File: src/rtl/int_sequencer.sv
// rtl/int_sequencer.sv - interrupt entry / RTI sequencing FSM (optional RST_VECTOR_EN reset-vector fetch)
module int_sequencer #(
  parameter int ADDR_W = 8,
  parameter int DATA_W = 8,
  parameter logic [ADDR_W-1:0] INT_VEC_ADDR = 8'h01,
  parameter logic [ADDR_W-1:0] RST_VEC_ADDR = 8'h00
) (
  input  logic              clk,
  input  logic              rst,
  input  logic              int_req,
  input  logic              rti_ex,
  input  logic [DATA_W-1:0] pc_next,
  input  logic [DATA_W-1:0] mem_rdata,
  output logic              copy_CCR,
  output logic              paste_CCR,
  output logic              stack_push,
  output logic [DATA_W-1:0] stack_wdata,
  output logic              stack_pop,
  output logic              mem_rd,
  output logic [ADDR_W-1:0] mem_addr,
  output logic              pc_load,
  output logic [DATA_W-1:0] pc_load_val,
  output logic              pipe_stall,
  output logic              pipe_flush,
  output logic              int_ack,
  output logic              in_isr
);

  typedef enum logic [2:0] {
    IDLE     = 3'd0,
    INT_PUSH = 3'd1,
    INT_VRD  = 3'd2,
    INT_VLD  = 3'd3,
    RTI_POP  = 3'd4,
    RTI_LD   = 3'd5
`ifdef RST_VECTOR_EN
    ,
    RST_VRD  = 3'd6,
    RST_VLD  = 3'd7
`endif
  } state_t;

`ifdef RST_VECTOR_EN
  localparam state_t RESET_STATE = RST_VRD;
`else
  localparam state_t RESET_STATE = IDLE;
`endif

  state_t state, next_state;
  logic   pending;
  logic   int_req_d;
  logic   req_edge;

  assign req_edge = int_req & ~int_req_d;

  // State register
  always_ff @(posedge clk) begin
    if (rst) state <= RESET_STATE;
    else     state <= next_state;
  end

  // Request edge capture; a new edge wins over the clear on INT_PUSH entry
  always_ff @(posedge clk) begin
    if (rst) begin
      int_req_d <= 1'b0;
      pending   <= 1'b0;
    end else begin
      int_req_d <= int_req;
      if (req_edge)                                      pending <= 1'b1;
      else if (next_state == INT_PUSH && state != INT_PUSH) pending <= 1'b0;
    end
  end

  // Handler-active flag: set when the ISR vector is loaded, cleared when RTI reloads the PC
  always_ff @(posedge clk) begin
    if (rst)                  in_isr <= 1'b0;
    else if (state == INT_VLD) in_isr <= 1'b1;
    else if (state == RTI_LD)  in_isr <= 1'b0;
  end

  // Next-state selection; RTI takes priority over a pending interrupt
  always_comb begin
    next_state = state;
    case (state)
      IDLE: begin
        if (rti_ex)                  next_state = RTI_POP;
        else if (pending && !in_isr) next_state = INT_PUSH;
      end
      INT_PUSH: next_state = INT_VRD;
      INT_VRD:  next_state = INT_VLD;
      INT_VLD:  next_state = IDLE;
      RTI_POP:  next_state = RTI_LD;
      RTI_LD:   next_state = IDLE;
`ifdef RST_VECTOR_EN
      RST_VRD:  next_state = RST_VLD;
      RST_VLD:  next_state = IDLE;
`endif
      default:  next_state = IDLE;
    endcase
  end

  // Moore output decode
  always_comb begin
    copy_CCR    = 1'b0;
    paste_CCR   = 1'b0;
    stack_push  = 1'b0;
    stack_wdata = '0;
    stack_pop   = 1'b0;
    mem_rd      = 1'b0;
    mem_addr    = '0;
    pc_load     = 1'b0;
    pc_load_val = '0;
    pipe_stall  = 1'b0;
    pipe_flush  = 1'b0;
    int_ack     = 1'b0;
    case (state)
      INT_PUSH: begin
        stack_push  = 1'b1;
        stack_wdata = pc_next;
        copy_CCR    = 1'b1;
        pipe_flush  = 1'b1;
        pipe_stall  = 1'b1;
        int_ack     = 1'b1;
      end
      INT_VRD: begin
        mem_rd     = 1'b1;
        mem_addr   = INT_VEC_ADDR;
        pipe_stall = 1'b1;
      end
      INT_VLD: begin
        pc_load     = 1'b1;
        pc_load_val = mem_rdata;
        pipe_stall  = 1'b1;
      end
      RTI_POP: begin
        stack_pop  = 1'b1;
        pipe_flush = 1'b1;
        pipe_stall = 1'b1;
      end
      RTI_LD: begin
        pc_load     = 1'b1;
        pc_load_val = mem_rdata;
        paste_CCR   = 1'b1;
        pipe_stall  = 1'b1;
      end
`ifdef RST_VECTOR_EN
      RST_VRD: begin
        mem_rd     = 1'b1;
        mem_addr   = RST_VEC_ADDR;
        pipe_stall = 1'b1;
      end
      RST_VLD: begin
        pc_load     = 1'b1;
        pc_load_val = mem_rdata;
        pipe_stall  = 1'b1;
      end
`endif
      default: ;
    endcase
  end

endmodule
File: config.mk
export PLATFORM = sky130hd
export DESIGN_NAME = int_sequencer
export DESIGN_NICKNAME = d
export VERILOG_FILES = /design/src/rtl/int_sequencer.sv
export SDC_FILE = /design/constraint.sdc
export NUM_CORES = 1
export LEC_CHECK = 0
export ABC_CLOCK_PERIOD_IN_PS = 2840
export BUFFER_PORTS_ARGS = -buffer_cell sky130_fd_sc_hd__clkbuf_2
export CORE_AREA = 2 2 45 47
export CTS_CLUSTER_SIZE = 28
export DETAILED_ROUTE_END_ITERATION = 8
export DIE_AREA = 0 0 47 49
export GPL_ROUTABILITY_DRIVEN = 0
export GPL_TIMING_DRIVEN = 0
export PLACE_DENSITY = 0.76
export SLEW_MARGIN = 20
export SYNTH_ARGS = -nofsm -noshare
export SYNTH_HDL_FRONTEND = slang
export SYNTH_SLANG_ARGS = --single-unit
File: constraint.sdc
create_clock -name clk -period 2.84 [get_ports clk]
set_input_delay 0.284 -clock clk [delete_from_list [all_inputs] [get_ports clk]]
set_output_delay 0.284 -clock clk [all_outputs]
set_load 0.02 [all_outputs]
==> summary.md, run 1 <==
### Synth
- per-instance average area after synthesis: 7.60 µm²
- number of warnings issued by yosys: 0
- post-synthesis register bit count: 6
- cell count after synthesis: 64
- distinct cell type count after synthesis: 23
- Netlist Area Pre-Place: 487 µm²
- register area share after synthesis: 0.247

### Global routing
- met2 layer usage reported by global route: 0.180
- Top Usage Layer GRT: met2
- global-route usage over all layers: 0.114
- vias in the first global route: 494
- largest net degree at the start of global routing: 12
- Global Route met3 Usage: 0.0481
- number of antenna violations at the first check in global routing: 0
- met1 layer usage reported by global route: 0.129
- first-pass GRT wire length: 1.96 mm
- overflow left after global routing: 0

### Worst setup path
- largest fanout of any net on the critical path: 11
- classification of the worst setup path: reg2out
- r2r startpoint: state[2]
- Worst Setup End Kind: primary output
- delay of the slowest cell on the worst path: 0.38 ns
- cell class contributing the biggest share of worst-path delay: simple AND/OR/NAND/NOR gates
- CP required: 2.56 ns
- cell at the slowest stage of the critical path: sky130_fd_sc_hd__nor3_2
- buffering stage count on the worst path with inverters included: 3
- startpoint class of the critical path: flop
- source of the critical timing path: state[0]
- data arrival time of the worst path: 1.58 ns
- chain of cells forming the critical path: buf_2 -> inv_1 -> nor3_2 -> and2_1 -> clkbuf_2

### Floorplan
- placeable core area: 1840 µm²
- Vert. Die Dim: 49 µm
- die width: 47 µm
- Starting Density: 0.264
- FP Rows: 16
- io pins: 54
- floorplan die area: 2300 µm²

### Route
- total routed wirelength: 1.23 mm
- final routed DRC violation total: 0
- via density per instance: 4.10
- count of nets left with antenna violations after detail routing: 0
- average detailed-routed wire length per instance: 8.42 µm
- count of vias placed by the detailed router: 598
- Initial DRT Pass Iterations: 2
- DRC marker count from the first detailed-route iteration: 4

### Clock tree
- TritonCTS clock tree: done
- Clk pin slew, worst setup/hold paths: 0.05 ns
- CTS buffer count: 3
- Clock Path Buffers: 2
- number of buffers inserted to repair setup after CTS: 0
- CTS HTree Levels: 1
- number of clock sinks: 6
- clock root buffer: sky130_fd_sc_hd__clkbuf_4
- count of cells resized by post-cts repair: 0
- clock latency of the later-clocked register in the worst-skew pair: 0.24 ns
- Post-CTS Hold Buffers: 0

### Place
- Post-Place Setup Slack: 1.21 ns
- detailed-placement wirelength estimate: 1.05 mm
- count of port buffers added during placement: 46

### Min path
- worst hold path startpoint: int_req
- worst min-delay path category: in2reg

### Cells and area
- most common library cell in the layout ignoring fill and taps: sky130_fd_sc_hd__clkbuf_2
- total of fill cells in the finished design: 210
- number of nets in the layout: 141
- area growth from synthesis to layout: 63.5%
- fraction of final layout cells sized beyond drive strength 1: 0.538
- # diodes: 0
- most frequent cells in the layout: sky130_fd_sc_hd__clkbuf_2, sky130_fd_sc_hd__buf_4, sky130_fd_sc_hd__and2_1

### Timing
- setup repair after global routing missed its margin: false
- Fin Clk Skew: 0.00346 ns
- PnR worst setup slack: 0.974 ns
- Tcrit/Tclk final: 0.657
- max-slew violation total from the final report: 0
- achievable clock frequency: 0.536 GHz
- final period demand of the worst path: 1.87 ns
- final number of setup-violating endpoints: 0
- number of hold-slack violations in the final timing report: 0
- Total Neg Setup Slack: 0 ns

### Pwr
- Power Dens Cells: 484 nW/µm²
- maximum vdd drop: 0.261 mV
- reported leakage power: 0.483 nW

### Flow run
- max-capacitance violation count: 0

### Outcome
- result of the run: finished clean

## synthesized netlist by cell type (all sizes together)
cell,n,area [µm²]
a21oi,4,20.0
xnor2,2,17.5
nor4,1,6.26
a2111oi,1,8.76
nor2,3,11.3
or2,1,6.26
a211oi,1,7.51
conb,1,3.75
and2,9,56.3
inv,1,3.75
nor2b,1,6.26
xor2,1,8.76
nor3b,3,22.5
nor3,3,20.0
buf,13,90.1
nand2b,1,6.26
or4,1,7.51
clkbuf,1,3.75
dfxtp,6,120
o21ai,2,10.0
and3,8,50.1
## cells by family after synthesis
kind of cell / after synthesis / share of synthesized area
AND/OR/NAND/NOR: 31 / 0.396
other: 1 / 0.00770
XOR/XNOR: 3 / 0.0540
buffers and inverters: 15 / 0.200
flip-flops: 6 / 0.247
AO/OA/AOI/OAI: 8 / 0.0951
## sequential cells by signal (all words and copies together), names as in the netlist
signal	count
int_req_d	1
pending	1
state	3
in_isr	1
## path summary, 6_finish.rpt
kind                    endpoint  slack, ns  cells past startpoint
hold / removal         int_req_d       0.27                      2
hold reg to reg          pending       0.48                      2
setup / recovery  stack_wdata[4]       0.97                      5
setup reg to reg         pending       1.63                      3
## report_power, final
part	internal [mW]	switching (mW)	leakage, nW
sequential	0.0944	0.00893	0.0495
clock	0.0477	0.0299	0.0138
combinational	0.0806	0.124	0.420
total	0.223	0.163	0.483
## per-layer routing
metal / up-vias / wire (µm)
li1: 310 / -
met1: 265 / 513
met2: 23 / 639
met3: 0 / 77
met4: 0 / 0
met5: - / 0
## area by class of cell
cell class                      instances  area, µm²  area share
Inverter                                1       3.75     0.00472
Clock buffer                            3       22.5      0.0283
Multi-Input combinational cell         49        292       0.366
Buffer                                 14       93.8       0.118
Timing Repair Buffer                   46        230       0.289
Tap cell                               27       33.8      0.0425
Sequential cell                         6        120       0.151
## metrics by stage
stage	power, mW	utilization	hold slack, ns	instance area, µm²	cells
after floorplan	0.249	-	0.353	509	70
after global routing	0.421	0.432	0.283	796	146
after global placement	0.306	0.420	0.471	773	143
after detailed placement	0.311	0.420	0.477	773	143
final	0.385	0.432	0.273	796	146
after CTS	0.391	0.432	0.270	796	146
(Power assumes the default switching activity.)
==> inputs of run 2 (changes only) <==
Settings changed: ABC_CLOCK_PERIOD_IN_PS 2840 to 1600, PLACE_DENSITY 0.76 to 0.78.
Clock period 2.84 ns to 1.6 ns, I/O delays scaled along.
==> run 2 against run 1 <==
  * Clock power is 76% higher
  * Non-clock buffer count up 3
  * Combinational power grew 110%
  * First-iteration DRC count increased by 50%
  * Highest routed layer is now met4
  * Critical path type unchanged
  * Via count grew 5.7%
  * Worst hold slack lost 0.12 ns
  * Routed wire length rose by 24%
  * Largest cell class unchanged
  * Largest power group unchanged
==> summary.md, run 2 (same netlist as run 1, synthesis figures left out) <==
### Route
- count of vias placed by the detailed router: 632
- average detailed-routed wire length per instance: 10.1 µm
- via density per instance: 4.21
- Initial DRT Pass Iterations: 4
- DRC marker count from the first detailed-route iteration: 6
- count of nets left with antenna violations after detail routing: 0
- total routed wirelength: 1.52 mm
- final routed DRC violation total: 0

### Cells and area
- flip-flop count of the largest register after layout: 3
- most frequent cells in the layout: sky130_fd_sc_hd__clkbuf_2, sky130_fd_sc_hd__buf_4, sky130_fd_sc_hd__and3_1
- fraction of final layout cells sized beyond drive strength 1: 0.626
- most common library cell in the layout ignoring fill and taps: sky130_fd_sc_hd__clkbuf_2
- # diodes: 0
- area growth from synthesis to layout: 88.9%
- post-route cell area: 920 µm²
- number of nets in the layout: 145
- most flop-heavy register: state

### Worst setup path
- CP required: 1.44 ns
- largest fanout of any net on the critical path: 10
- logic depth of the worst register-to-register path: 3
- chain of cells forming the critical path: clkbuf_4 -> nor3b_1 -> clkbuf_2
- startpoint class of the critical path: flop
- cell at the slowest stage of the critical path: sky130_fd_sc_hd__dfxtp_2
- classification of the worst setup path: reg2out
- data arrival time of the worst path: 1.40 ns
- Worst Setup End Kind: primary output
- delay of the slowest cell on the worst path: 0.45 ns

### Pwr
- reported leakage power: 0.516 nW
- Power Dens Cells: 838 nW/µm²
- maximum vdd drop: 0.372 mV

### Floorplan
- floorplan die area: 2300 µm²
- FP Rows: 16
- Vert. Die Dim: 49 µm
- Starting Density: 0.264
- io pins: 54
- placeable core area: 1840 µm²
- die width: 47 µm

### Timing
- Fin Clk Skew: 0.00587 ns
- Tcrit/Tclk final: 0.976
- PnR worst setup slack: 0.0382 ns
- number of hold-slack violations in the final timing report: 0
- achievable clock frequency: 0.640 GHz
- setup repair after global routing missed its margin: true
- max-slew violation total from the final report: 0
- final period demand of the worst path: 1.56 ns
- final number of setup-violating endpoints: 0

### Clock tree
- TritonCTS clock tree: done
- number of clock sinks: 6
- clock root buffer: sky130_fd_sc_hd__clkbuf_4
- clock latency of the later-clocked register in the worst-skew pair: 0.24 ns
- Clk pin slew, worst setup/hold paths: 0.05 ns
- CTS HTree Levels: 1
- Clock Path Buffers: 2
- CTS buffer count: 3

### Flow run
- max-capacitance violation count: 0

### Global routing
- first-pass GRT wire length: 2.13 mm
- overflow left after global routing: 0
- number of antenna violations at the first check in global routing: 0
- vias in the first global route: 489
- global-route usage over all layers: 0.127
- largest net degree at the start of global routing: 12

### Min path
- worst hold path depth: 2
- worst min-delay path category: in2reg

### Place
- detailed-placement wirelength estimate: 1.15 mm
- placed cell area: 778 µm²
- Post-Place Setup Slack: 0.0937 ns
- count of port buffers added during placement: 46

### Outcome
- result of the run: finished clean

-- run 2: critical path: cells and delay by family (launching register included) --
family                 cells  cell delay, ns
buffers and inverters      2            0.47
flip-flops                 1            0.45
AND/OR/NAND/NOR            1            0.24
-- run 2: power breakdown --
group	switching (mW)	internal [mW]
Clock	0.0522	0.0847
Combinational	0.240	0.193
Sequential	0.0295	0.170
Total	0.322	0.448
-- run 2: what timing repair did --
item / in CTS / in global routing
pin swaps: 0 / 6
hold buffers: 0 / 0
endpoints found under the setup margin: 19 / 24
setup buffers: 0 / 3
cloned: 0 / 1
resized for setup: 4 / 30
-- run 2: worst paths after layout --
kind | startpoint | endpoint | slack [ns]
worst min register to register | int_req_d | pending | 0.48
worst max-delay path | state[2] | paste_CCR | 0.04
worst min-delay path | int_req | int_req_d | 0.15
worst max register to register | state[2] | pending | 0.34
-- run 2: per-layer routing --
metal / vias to the layer above / track usage / part of all wire
met1: 270 / 0.147 / 0.39
met5: - / 0 / 0
met3: 2 / 0.0444 / 0.099
li1: 323 / - / -
met4: 0 / 0.0417 / 0.0039
met2: 37 / 0.210 / 0.51
-- run 2: final cells by class --
cell class	count	area, µm²
fillers	184	922
multi-input cells	50	334
repair buffers	49	290
flip-flops and latches	6	126
plain buffers	14	105
well taps	27	33.8
clock buffers	3	22.5
inverters	1	7.51
-- run 2: metrics by stage --
| step | hold slack (ns) | setup TNS [ns] | utilization | instances | power, mW |
|---|---|---|---|---|---|
| 2_1_floorplan | 0.229 | 0 | - | 70 | 0.443 |
| 3_3_place_gp | 0.392 | 0 | 0.423 | 143 | 0.546 |
| 3_5_place_dp | 0.394 | 0 | 0.423 | 143 | 0.555 |
| 4_1_cts | 0.148 | 0 | 0.444 | 146 | 0.709 |
| 5_1_grt | 0.160 | -0.257 | 0.499 | 150 | 0.834 |
| 6_report | 0.153 | 0 | 0.499 | 150 | 0.770 |
==> inputs of run 3 (changes only) <==
Settings changed: ABC_CLOCK_PERIOD_IN_PS 1600 to 1900, PLACE_DENSITY 0.78 to 0.76.
Clock period 1.6 ns to 1.9 ns, I/O delays scaled along.
==> run 3 against run 2 <==
  * Utilization fell by 6.4 points
  * Global-route usage fell by 1.3 points
  * Routed wire length fell by 19%
  * Design area fell by 13%
  * Final cell count fell by 2.7%
  * Non-clock buffer count fell by 3
  * Clock skew fell by 0.0024 ns
  * Via count fell by 5.5%
  * Register-to-register slack improved by 0.33 ns
  * Worst hold slack improved by 0.026 ns
  * Largest power group unchanged
==> summary.md, run 3 (same netlist as run 1, synthesis figures left out) <==
### Clock tree
- clock latency of the later-clocked register in the worst-skew pair: 0.24 ns
- TritonCTS clock tree: done
- clock root buffer: sky130_fd_sc_hd__clkbuf_4
- Clk pin slew, worst setup/hold paths: 0.05 ns
- Clock Path Buffers: 2
- Post-CTS Hold Buffers: 0
- CTS buffer count: 3
- number of buffers inserted to repair setup after CTS: 0
- count of cells resized by post-cts repair: 0
- CTS HTree Levels: 1
- number of clock sinks: 6

### Outcome
- result of the run: finished clean

### Cells and area
- number of nets in the layout: 141
- # diodes: 0
- total of fill cells in the finished design: 209
- area growth from synthesis to layout: 64.8%
- most common library cell in the layout ignoring fill and taps: sky130_fd_sc_hd__clkbuf_2
- flip-flop count of the largest register after layout: 3
- most frequent cells in the layout: sky130_fd_sc_hd__clkbuf_2, sky130_fd_sc_hd__buf_4, sky130_fd_sc_hd__and2_1
- most flop-heavy register: state
- fraction of final layout cells sized beyond drive strength 1: 0.538

### Worst setup path
- data arrival time of the worst path: 1.56 ns
- largest fanout of any net on the critical path: 10
- internal reg-to-reg setup slack: 0.67 ns
- Worst Setup End Kind: primary output
- r2r startpoint: state[2]
- source of the critical timing path: state[1]
- CP required: 1.71 ns
- startpoint class of the critical path: flop
- classification of the worst setup path: reg2out

### Route
- DRC marker count from the first detailed-route iteration: 7
- count of vias placed by the detailed router: 597
- Initial DRT Pass Iterations: 2
- count of nets left with antenna violations after detail routing: 0
- total routed wirelength: 1.23 mm
- via density per instance: 4.09
- average detailed-routed wire length per instance: 8.42 µm
- final routed DRC violation total: 0

### Floorplan
- FP Rows: 16
- Vert. Die Dim: 49 µm
- io pins: 54
- die width: 47 µm
- Starting Density: 0.264
- placeable core area: 1840 µm²
- floorplan die area: 2300 µm²

### Pwr
- part of the power in combinational logic: 0.530
- total power draw: 0.581 mW
- fraction of power spent switching nets: 0.424
- relative contribution of the clock network to total power: 0.200
- relative contribution of sequential cells to total power: 0.270
- maximum vdd drop: 0.408 mV
- reported leakage power: 0.480 nW
- Power Dens Cells: 724 nW/µm²
- switching component of the power: 0.246 mW
- internal cell power: 0.334 mW

### Timing
- setup repair after global routing missed its margin: false
- Tcrit/Tclk final: 0.920
- Fin Clk Skew: 0.00346 ns
- max-slew violation total from the final report: 0
- final number of setup-violating endpoints: 0
- number of hold-slack violations in the final timing report: 0
- PnR worst setup slack: 0.152 ns
- Total Neg Setup Slack: 0 ns
- final period demand of the worst path: 1.75 ns
- worst hold slack after final layout: 0.179 ns
- achievable clock frequency: 0.572 GHz

### Global routing
- vias in the first global route: 494
- global-route usage over all layers: 0.114
- overflow left after global routing: 0
- largest net degree at the start of global routing: 12
- first-pass GRT wire length: 1.96 mm
- number of antenna violations at the first check in global routing: 0

### Flow run
- max-capacitance violation count: 0

### Place
- Post-Place Setup Slack: 0.360 ns
- count of port buffers added during placement: 46
- detailed-placement wirelength estimate: 1.05 mm

### Min path
- worst min-delay path category: in2reg
- worst hold path startpoint: int_req

==> run 3: changes by cell type in the layout (fill, tap and decap cells not counted), sizes merged <==
cell      change
clkbuf        +5
clkinvlp      -1
inv           +1
buf           -8
nor3          -1
==> run 3: layer usage <==
layer / global-route usage / part of all wire
met1: 0.129 / 0.43
met2: 0.180 / 0.51
met3: 0.0481 / 0.063
met4: 0.0509 / 0
met5: 0 / 0
==> run 3: critical path, stage by stage, from the launching register on <==
cell and delay, ns:
sky130_fd_sc_hd__dfxtp_1 0.46, sky130_fd_sc_hd__buf_2 0.26, sky130_fd_sc_hd__nor3b_1 0.28, sky130_fd_sc_hd__buf_4 0.16, sky130_fd_sc_hd__clkbuf_2 0.15
==> run 3: through the flow <==
| stage | area (µm²) | util | cells |
|---|---|---|---|
| 2_1_floorplan | 509 | - | 70 |
| 3_3_place_gp | 773 | 0.420 | 143 |
| 3_5_place_dp | 773 | 0.420 | 143 |
| 4_1_cts | 796 | 0.432 | 146 |
| 5_1_grt | 802 | 0.435 | 146 |
| 6_report | 802 | 0.435 | 146 |
==> run 3: layout make-up <==
| cell class | count | area [µm²] | area share |
|---|---|---|---|
| Multi-Input combinational cell | 49 | 298 | 0.371 |
| Timing Repair Buffer | 46 | 230 | 0.287 |
| Sequential cell | 6 | 120 | 0.150 |
| Buffer | 14 | 93.8 | 0.117 |
| Tap cell | 27 | 33.8 | 0.0421 |
| Clock buffer | 3 | 22.5 | 0.0281 |
| Inverter | 1 | 3.75 | 0.00468 |
==> run 3: power groups by stage <==
| stage | clock, mW | sequential, mW | combinational [mW] |
|---|---|---|---|
| after floorplan | 0 | 0.157 | 0.215 |
| after global placement | 0 | 0.156 | 0.301 |
| after detailed placement | 0 | 0.157 | 0.308 |
| after CTS | 0.120 | 0.155 | 0.309 |
| after global routing | 0.135 | 0.159 | 0.340 |
| final | 0.116 | 0.156 | 0.308 |
==> run 3: path summary, 6_finish.rpt <==
| check | cells after the start | to |
|---|---|---|
| max reg2reg | 3 | pending |
| min reg2reg | 2 | pending |
| max | 4 | mem_addr[0] |
| min | 2 | int_req_d |
